`src/rtl/sram_arbiter_if.sv`:
```
// -----------------------------------------------------------------------------
// sram_arbiter_if
// Bundles the two requester ports (A and B) and the single sram_core port that
// the arbiter shares between them.
//   slave  : arbiter side  - takes requests, returns grants/read data,
//                            drives the SRAM port, reports init_done
//   master : environment side - drives requests and mem_rdata
// Signals per requester x in {a, b}:
//   x_req, x_we, x_addr, x_wdata : request (held stable until x_gnt)
//   x_gnt                        : request accepted this cycle
//   x_rvalid, x_rdata            : read result, one cycle after a read grant
// SRAM port: mem_we, mem_addr, mem_wdata (to core), mem_rdata (from core)
// -----------------------------------------------------------------------------
interface sram_arbiter_if #(
    parameter int ADDR_W = 4,
    parameter int DATA_W = 8
);
    logic              a_req;
    logic              a_we;
    logic [ADDR_W-1:0] a_addr;
    logic [DATA_W-1:0] a_wdata;
    logic              a_gnt;
    logic              a_rvalid;
    logic [DATA_W-1:0] a_rdata;

    logic              b_req;
    logic              b_we;
    logic [ADDR_W-1:0] b_addr;
    logic [DATA_W-1:0] b_wdata;
    logic              b_gnt;
    logic              b_rvalid;
    logic [DATA_W-1:0] b_rdata;

    logic              mem_we;
    logic [ADDR_W-1:0] mem_addr;
    logic [DATA_W-1:0] mem_wdata;
    logic [DATA_W-1:0] mem_rdata;

    logic              init_done;

    modport slave (
        input  a_req, a_we, a_addr, a_wdata,
        output a_gnt, a_rvalid, a_rdata,
        input  b_req, b_we, b_addr, b_wdata,
        output b_gnt, b_rvalid, b_rdata,
        output mem_we, mem_addr, mem_wdata,
        input  mem_rdata,
        output init_done
    );

    modport master (
        output a_req, a_we, a_addr, a_wdata,
        input  a_gnt, a_rvalid, a_rdata,
        output b_req, b_we, b_addr, b_wdata,
        input  b_gnt, b_rvalid, b_rdata,
        input  mem_we, mem_addr, mem_wdata,
        output mem_rdata,
        input  init_done
    );
endinterface

```
`src/rtl/sram_arbiter.sv`:
```
// -----------------------------------------------------------------------------
// sram_arbiter
// Front end for a single-port sram_core (write enable, registered read,
// 1-cycle read latency). After reset it sweeps every address writing INIT_VAL,
// then shares the port between requesters A and B with round-robin priority
// and steers each read result back to whoever issued the read.
// Ports:
//   clk  : clock, all state on the rising edge
//   rst  : synchronous reset, active high
//   bus  : sram_arbiter_if.slave (requester A/B handshakes, SRAM port,
//          init_done)
// -----------------------------------------------------------------------------
module sram_arbiter #(
    parameter int                 ADDR_W   = 4,
    parameter int                 DATA_W   = 8,
    parameter logic [DATA_W-1:0]  INIT_VAL = '0
) (
    input  logic           clk,
    input  logic           rst,
    sram_arbiter_if.slave  bus
);
    typedef enum logic {INIT, RUN} state_t;

    localparam logic [ADDR_W-1:0] LAST_ADDR = {ADDR_W{1'b1}};

    state_t            state, state_nxt;
    logic [ADDR_W-1:0] init_cnt, init_cnt_nxt;
    logic              rr_b, rr_b_nxt;      // 1: B wins the next contention
    logic              a_gnt, b_gnt;
    logic              a_rvalid_q, b_rvalid_q;
    logic              mem_we;
    logic [ADDR_W-1:0] mem_addr;
    logic [DATA_W-1:0] mem_wdata;

    // NOTE: state registers use non-blocking assignments so every flop samples
    // the pre-edge values, independent of statement order.
    always_ff @(posedge clk) begin
        if (rst) begin
            state      <= INIT;
            init_cnt   <= '0;
            rr_b       <= 1'b0;
            a_rvalid_q <= 1'b0;
            b_rvalid_q <= 1'b0;
        end else begin
            state      <= state_nxt;
            init_cnt   <= init_cnt_nxt;
            rr_b       <= rr_b_nxt;
            // Read data appears on mem_rdata one cycle after the grant, so the
            // valid flag is the grant delayed by one register.
            a_rvalid_q <= a_gnt & ~bus.a_we;
            b_rvalid_q <= b_gnt & ~bus.b_we;
        end
    end

    // NOTE: every signal driven here gets a default first, so no path can
    // leave one unassigned and infer a latch.
    always_comb begin
        state_nxt    = state;
        init_cnt_nxt = init_cnt;
        rr_b_nxt     = rr_b;
        a_gnt        = 1'b0;
        b_gnt        = 1'b0;
        mem_we       = 1'b0;
        mem_addr     = '0;
        mem_wdata    = '0;

        unique case (state)
            INIT: begin
                // Requests are simply not granted here; requesters keep
                // holding them until the sweep finishes.
                mem_we       = ~rst;
                mem_addr     = init_cnt;
                mem_wdata    = INIT_VAL;
                init_cnt_nxt = init_cnt + ADDR_W'(1);
                if (init_cnt == LAST_ADDR) begin
                    state_nxt = RUN;
                end
            end
            RUN: begin
                if (!rst) begin
                    // A lone requester always wins; on contention the pointer
                    // decides.
                    a_gnt = bus.a_req & (~bus.b_req | ~rr_b);
                    b_gnt = bus.b_req & (~bus.a_req |  rr_b);
                    if (a_gnt) begin
                        mem_we    = bus.a_we;
                        mem_addr  = bus.a_addr;
                        mem_wdata = bus.a_wdata;
                        rr_b_nxt  = 1'b1;
                    end else if (b_gnt) begin
                        mem_we    = bus.b_we;
                        mem_addr  = bus.b_addr;
                        mem_wdata = bus.b_wdata;
                        rr_b_nxt  = 1'b0;
                    end
                end
            end
            default: state_nxt = INIT;
        endcase
    end

    assign bus.a_gnt     = a_gnt;
    assign bus.b_gnt     = b_gnt;
    assign bus.a_rvalid  = a_rvalid_q;
    assign bus.b_rvalid  = b_rvalid_q;
    // Only one read can be in flight per cycle, so both requesters can see the
    // raw SRAM output; rvalid tells each whether it is theirs.
    assign bus.a_rdata   = bus.mem_rdata;
    assign bus.b_rdata   = bus.mem_rdata;
    assign bus.mem_we    = mem_we;
    assign bus.mem_addr  = mem_addr;
    assign bus.mem_wdata = mem_wdata;
    assign bus.init_done = (state == RUN);
endmodule

```
`src/flat_wrapper.sv`:
```
// flat-port wrapper written by rule: the top's interface ports become plain ports
module sram_arbiter_flat 
#(
    parameter int                 ADDR_W   = 4,
    parameter int                 DATA_W   = 8,
    parameter logic [DATA_W-1:0]  INIT_VAL = '0
)
  (clk, rst, bus_a_req, bus_a_we, bus_a_addr, bus_a_wdata, bus_a_gnt, bus_a_rvalid, bus_a_rdata, bus_b_req, bus_b_we, bus_b_addr, bus_b_wdata, bus_b_gnt, bus_b_rvalid, bus_b_rdata, bus_mem_we, bus_mem_addr, bus_mem_wdata, bus_mem_rdata, bus_init_done);
  sram_arbiter_if #(.ADDR_W(ADDR_W), .DATA_W(DATA_W)) bus_i ();
  input  logic clk;
  input  logic rst;
  input wire logic [$bits(bus_i.a_req)-1:0] bus_a_req;
  input wire logic [$bits(bus_i.a_we)-1:0] bus_a_we;
  input wire logic [$bits(bus_i.a_addr)-1:0] bus_a_addr;
  input wire logic [$bits(bus_i.a_wdata)-1:0] bus_a_wdata;
  output wire logic [$bits(bus_i.a_gnt)-1:0] bus_a_gnt;
  output wire logic [$bits(bus_i.a_rvalid)-1:0] bus_a_rvalid;
  output wire logic [$bits(bus_i.a_rdata)-1:0] bus_a_rdata;
  input wire logic [$bits(bus_i.b_req)-1:0] bus_b_req;
  input wire logic [$bits(bus_i.b_we)-1:0] bus_b_we;
  input wire logic [$bits(bus_i.b_addr)-1:0] bus_b_addr;
  input wire logic [$bits(bus_i.b_wdata)-1:0] bus_b_wdata;
  output wire logic [$bits(bus_i.b_gnt)-1:0] bus_b_gnt;
  output wire logic [$bits(bus_i.b_rvalid)-1:0] bus_b_rvalid;
  output wire logic [$bits(bus_i.b_rdata)-1:0] bus_b_rdata;
  output wire logic [$bits(bus_i.mem_we)-1:0] bus_mem_we;
  output wire logic [$bits(bus_i.mem_addr)-1:0] bus_mem_addr;
  output wire logic [$bits(bus_i.mem_wdata)-1:0] bus_mem_wdata;
  input wire logic [$bits(bus_i.mem_rdata)-1:0] bus_mem_rdata;
  output wire logic [$bits(bus_i.init_done)-1:0] bus_init_done;
  assign bus_i.a_req = bus_a_req;
  assign bus_i.a_we = bus_a_we;
  assign bus_i.a_addr = bus_a_addr;
  assign bus_i.a_wdata = bus_a_wdata;
  assign bus_a_gnt = bus_i.a_gnt;
  assign bus_a_rvalid = bus_i.a_rvalid;
  assign bus_a_rdata = bus_i.a_rdata;
  assign bus_i.b_req = bus_b_req;
  assign bus_i.b_we = bus_b_we;
  assign bus_i.b_addr = bus_b_addr;
  assign bus_i.b_wdata = bus_b_wdata;
  assign bus_b_gnt = bus_i.b_gnt;
  assign bus_b_rvalid = bus_i.b_rvalid;
  assign bus_b_rdata = bus_i.b_rdata;
  assign bus_mem_we = bus_i.mem_we;
  assign bus_mem_addr = bus_i.mem_addr;
  assign bus_mem_wdata = bus_i.mem_wdata;
  assign bus_i.mem_rdata = bus_mem_rdata;
  assign bus_init_done = bus_i.init_done;
  sram_arbiter #(.ADDR_W(ADDR_W), .DATA_W(DATA_W), .INIT_VAL(INIT_VAL)) u_core (.clk(clk), .rst(rst), .bus(bus_i));
endmodule
```
`config.mk`:
```
export PLATFORM = sky130hd
export DESIGN_NAME = sram_arbiter_flat
export DESIGN_NICKNAME = d
export VERILOG_FILES = /design/src/rtl/sram_arbiter_if.sv /design/src/rtl/sram_arbiter.sv /design/src/flat_wrapper.sv
export SDC_FILE = /design/constraint.sdc
export NUM_CORES = 1
export LEC_CHECK = 0
export CORE_ASPECT_RATIO = 0.8
export CORE_UTILIZATION = 30
export DETAILED_ROUTE_END_ITERATION = 10
export PLACE_DENSITY = 0.91
export SYNTH_ARGS = -nofsm -noshare
export SYNTH_HDL_FRONTEND = slang
export SYNTH_SLANG_ARGS = --single-unit
```
`constraint.sdc`:
```
create_clock -name clk -period 2.3 [get_ports clk]
set_input_delay 0.345 -clock clk [delete_from_list [all_inputs] [get_ports clk]]
set_output_delay 0.345 -clock clk [all_outputs]
set_load 0.005 [all_outputs]
```
==> results.txt <==
- Clock network fraction of total power: 32.0%
- Crit path required time: about 2000 ps
- The critical path starts at bus_b_req.
- Last weighted congestion value of the routability-driven placer: about 0.76
* Final Critical Period: 2250 ps
- Final worst hold slack: 508 ps
* Core Area: 0.00198 mm^2
- Netlist area before placement: between 600 and 700 um^2
- Crit path launch type: primary input
- Status: completed
- In the final layout, the share of cells above drive strength 1 is 12.0%.
* TritonCTS Buffers: 3
* Drc violations: 0
* Total count of hold-check failures in the final report: 0
- Summed over all instances, the cell type with the most area after synthesis is dfxtp_1.
* Register-to-Register Path Depth: 4
- Entering global routing, the biggest net connects 14 pins.
- The number of antenna diodes in the final layout is 0.
* Class of the tightest hold or removal check: reg2reg
- Once layout is complete, the utilization of the core stands at 53.4%.
- In this run the critical register-to-register path is captured at u_core.init_cnt[2].
- Clock-pin slew was measured on the worst setup and hold paths at around 60 ps.
* Maximum resistive drop on vdd: 0.000190 V
* Row count: 14
* Post-DP HPWL: 1.68 mm
- Max Fanout on Critical Path: 13
- Hold Crit Start: u_core.init_cnt[3]
* Maximum achievable frequency: between 0.4 and 0.5 GHz
- The worst path uses between 90% and 100% of the clock period.
* Switching power of the nets: 0.0789 mW
- Power per unit of standard cell area: 326 mW/mm^2
- The critical path ends at bus_mem_wdata[2].
- After detailed routing, the average wire length per cell comes to 15.4 um.
* Total nets after synthesis: 112
* Post-CTS Hold Buffers: 0
- The number of pins exceeding their max-slew limit in the final report came to 0.
- The initial utilization of the core area, before any placement, comes to 33.4%.
- Setup repair after global routing missed its margin: no
* Post-synth EDFFs: 0
- In this run the remaining antenna-violating nets after routing total 0.
- Syn Inst Count: 73
- Before antenna repair, the detailed router went through 4 iterations.
* Sequential share of the synthesized area: 24.2%
* Root buf cell: clkbuf_4
- Summed over all layers, the global routing overflow is 0.
* Total die area: 0.00240 mm^2
- After detailed routing, the number of vias per cell comes to ~4.9.
* Largest incremental delay on the critical path: 500 ps
- Clock Sinks: 8
- On the final layout, the worst clock skew is 5.20 ps.
* Slowest-stage cell, CP: clkdlybuf4s50_1
* H-tree levels: 1
* Flop and latch count out of synthesis: 8
- Die W: 54.5 um
* Vias in the first global route: 649
- In this run the critical register-to-register path is launched from u_core.init_cnt[0].
* DRT Wirelength: 2.04 mm
- Starting DRC count in detailed routing: 8
- Mean cell area of the mapped netlist: 9.07 um^2
- Critical path cell sequence: clkdlybuf4s50_1 > buf_4 > and3_4 > a22o_1 > clkdlybuf4s50_1
- Switch share: 22.9%
* Area share of the leading cell type in the synthesized netlist: 24.2%
- In this design, the critical path's most frequently occurring cell is clkdlybuf4s50_1.
* Worst Setup Path Type: in2out
- The area growth from synthesis to layout is 59.5%.
- Counting along the longest clock path gives a buffer depth of 2.
* Number of ports placed on the die boundary: 72
- The clock reaches the later pin of the worst-skew pair after 260 ps.
* Transition at the pin with the smallest max-transition slack: 181 ps
- Total GRT Usage: 18.2%
- Internal power comes to 0.265 mW.
* Count of different cell masters after synthesis: 26
- Leading cell types in the layout, fill and taps excluded: 40 x clkdlybuf4s50_1, 8 x a22o_1, 8 x dfxtp_1
- In this run the vertical extent of the chip is approximately 44 um.
* Worst R2R Setup Slack: 1300 ps
* Share of synthesized flip-flops with an asynchronous set or reset: 0%
- CP Data Arrival Time: 1900 ps
- Yosys attributes the largest share of cell area to dfxtp_1 24%, buf_4 18%, a22o_1 11%, buf_6 6.8%, a221o_1 6.0%.
- Summed over all cells, the static leakage comes to roughly 0.46 nW.
- STA classifies the critical path endpoint as an output port.
* Yosys warning count: 0
* Total of buffers placed on input and output ports: 47
* Layout net count: 149
- Most used DFF post-synth: dfxtp_1
* CTS tree: yes
- Global-route wire length before repair: between 2 and 3 mm
- Leading cell type in the layout, fill and taps excluded: clkdlybuf4s50_1
* Number of antenna violations at the first check in global routing: 0
- Proportion of power drawn by flip-flops and latches: a little over two fifths
- Setup violations remaining at the end of the flow were counted as 0.
- Comb pwr share: 24.8%
- Headroom to the max-slew limit came out at 87.9%.
- Across the run, the number of max-cap violations was 0.
- Via count of the routed design: between 600 and 700
[worst max-delay path, delay by kind of cell]
| family | cells | cell delay [ps] |
|---|---|---|
| AOI/OAI and AO/OA | 1 | 170 |
| and+or+nand+nor | 1 | 280 |
| buffers and inverters | 3 | 1110 |
[flip-flops by register name (all words and copies together), names as in the netlist]
register / count
u_core.init_cnt: 4
u_core.bus.b_rvalid: 1
u_core.rr_b: 1
u_core.bus.a_rvalid: 1
u_core.bus.init_done: 1
[cells in the mapped netlist, drive strengths merged (2+ instances only)]
cell / instances
and3: 2
a22o: 8
nand3: 2
nor2b: 3
nor2: 5
dfxtp: 8
nand2: 2
and2b: 5
buf: 22
a221o: 4
a21oi: 2
[through the flow]
step | std cells | power [mW] | TNS, ps | instance area [um^2] | setup WS [ps]
2_1_floorplan | 73 | 0.194 | 0 | 662 | 786
3_3_place_gp | 128 | 0.237 | -15.3 | 1020 | -7.03
3_5_place_dp | 128 | 0.241 | -385 | 1020 | -66.9
4_1_cts | 132 | 0.348 | 0 | 1050 | 45.7
5_1_grt | 132 | 0.363 | 0 | 1060 | 3.18
6_report | 132 | 0.344 | 0 | 1060 | 53.1
[what timing repair did]
| item | CTS | global route |
|---|---|---|
| buffers inserted | 1 | 0 |
| gates resized for setup | 6 | 2 |
| setup endpoints to repair | 12 | 2 |
| pin swaps | 1 | 0 |
[kinds of logic after synthesis]
logic type / after synthesis / synth area share [%]
adders and majority gates: 1 / 1.89
xor gates and xnor gates: 2 / 2.65
AOI/OAI and AO/OA: 16 / 20.4
DFF: 8 / 24.2
and+or+nand+nor: 22 / 20.8
muxes: 1 / 1.51
buffers and inverters: 23 / 28.5
[layer usage]
layer  vias to the layer above  wire [um]  part of all wire (%)  GRT usage [%]
met3                         4        183                   9.0           8.59
li1                        312          -                     -              -
met1                       294        757                    37           18.1
met2                        35       1070                    53           32.7
met5                         -          0                     0              0
met4                         0         23                   1.1           6.15
[power by group through the flow]
stage          sequential [mW]  combinational, mW  clock (mW)
2_1_floorplan            0.150             0.0444           0
3_3_place_gp             0.151             0.0859           0
3_5_place_dp             0.152             0.0894           0
4_1_cts                  0.149             0.0861       0.114
5_1_grt                  0.149             0.0919       0.122
6_report                 0.149             0.0854       0.110
[how the worst min path moves through the flow]
stage                                end  cells after the start
detailed placement  u_core.bus.init_done                      2
CTS                 u_core.bus.init_done                      2
global route        u_core.bus.init_done                      2
finish              u_core.bus.init_done                      2
global placement             u_core.rr_b                      2
floorplan            u_core.bus.a_rvalid                      1
[cell type report]
| cell class | count | area, um^2 |
|---|---|---|
| well taps | 24 | 30.0 |
| fillers | 185 | 923 |
| flip-flops and latches | 8 | 160 |
| inverters | 1 | 3.75 |
| repair buffers | 54 | 522 |
| multi-input cells | 42 | 318 |
| clock buffers | 3 | 22.5 |
Power figures use the tool's default switching activity.
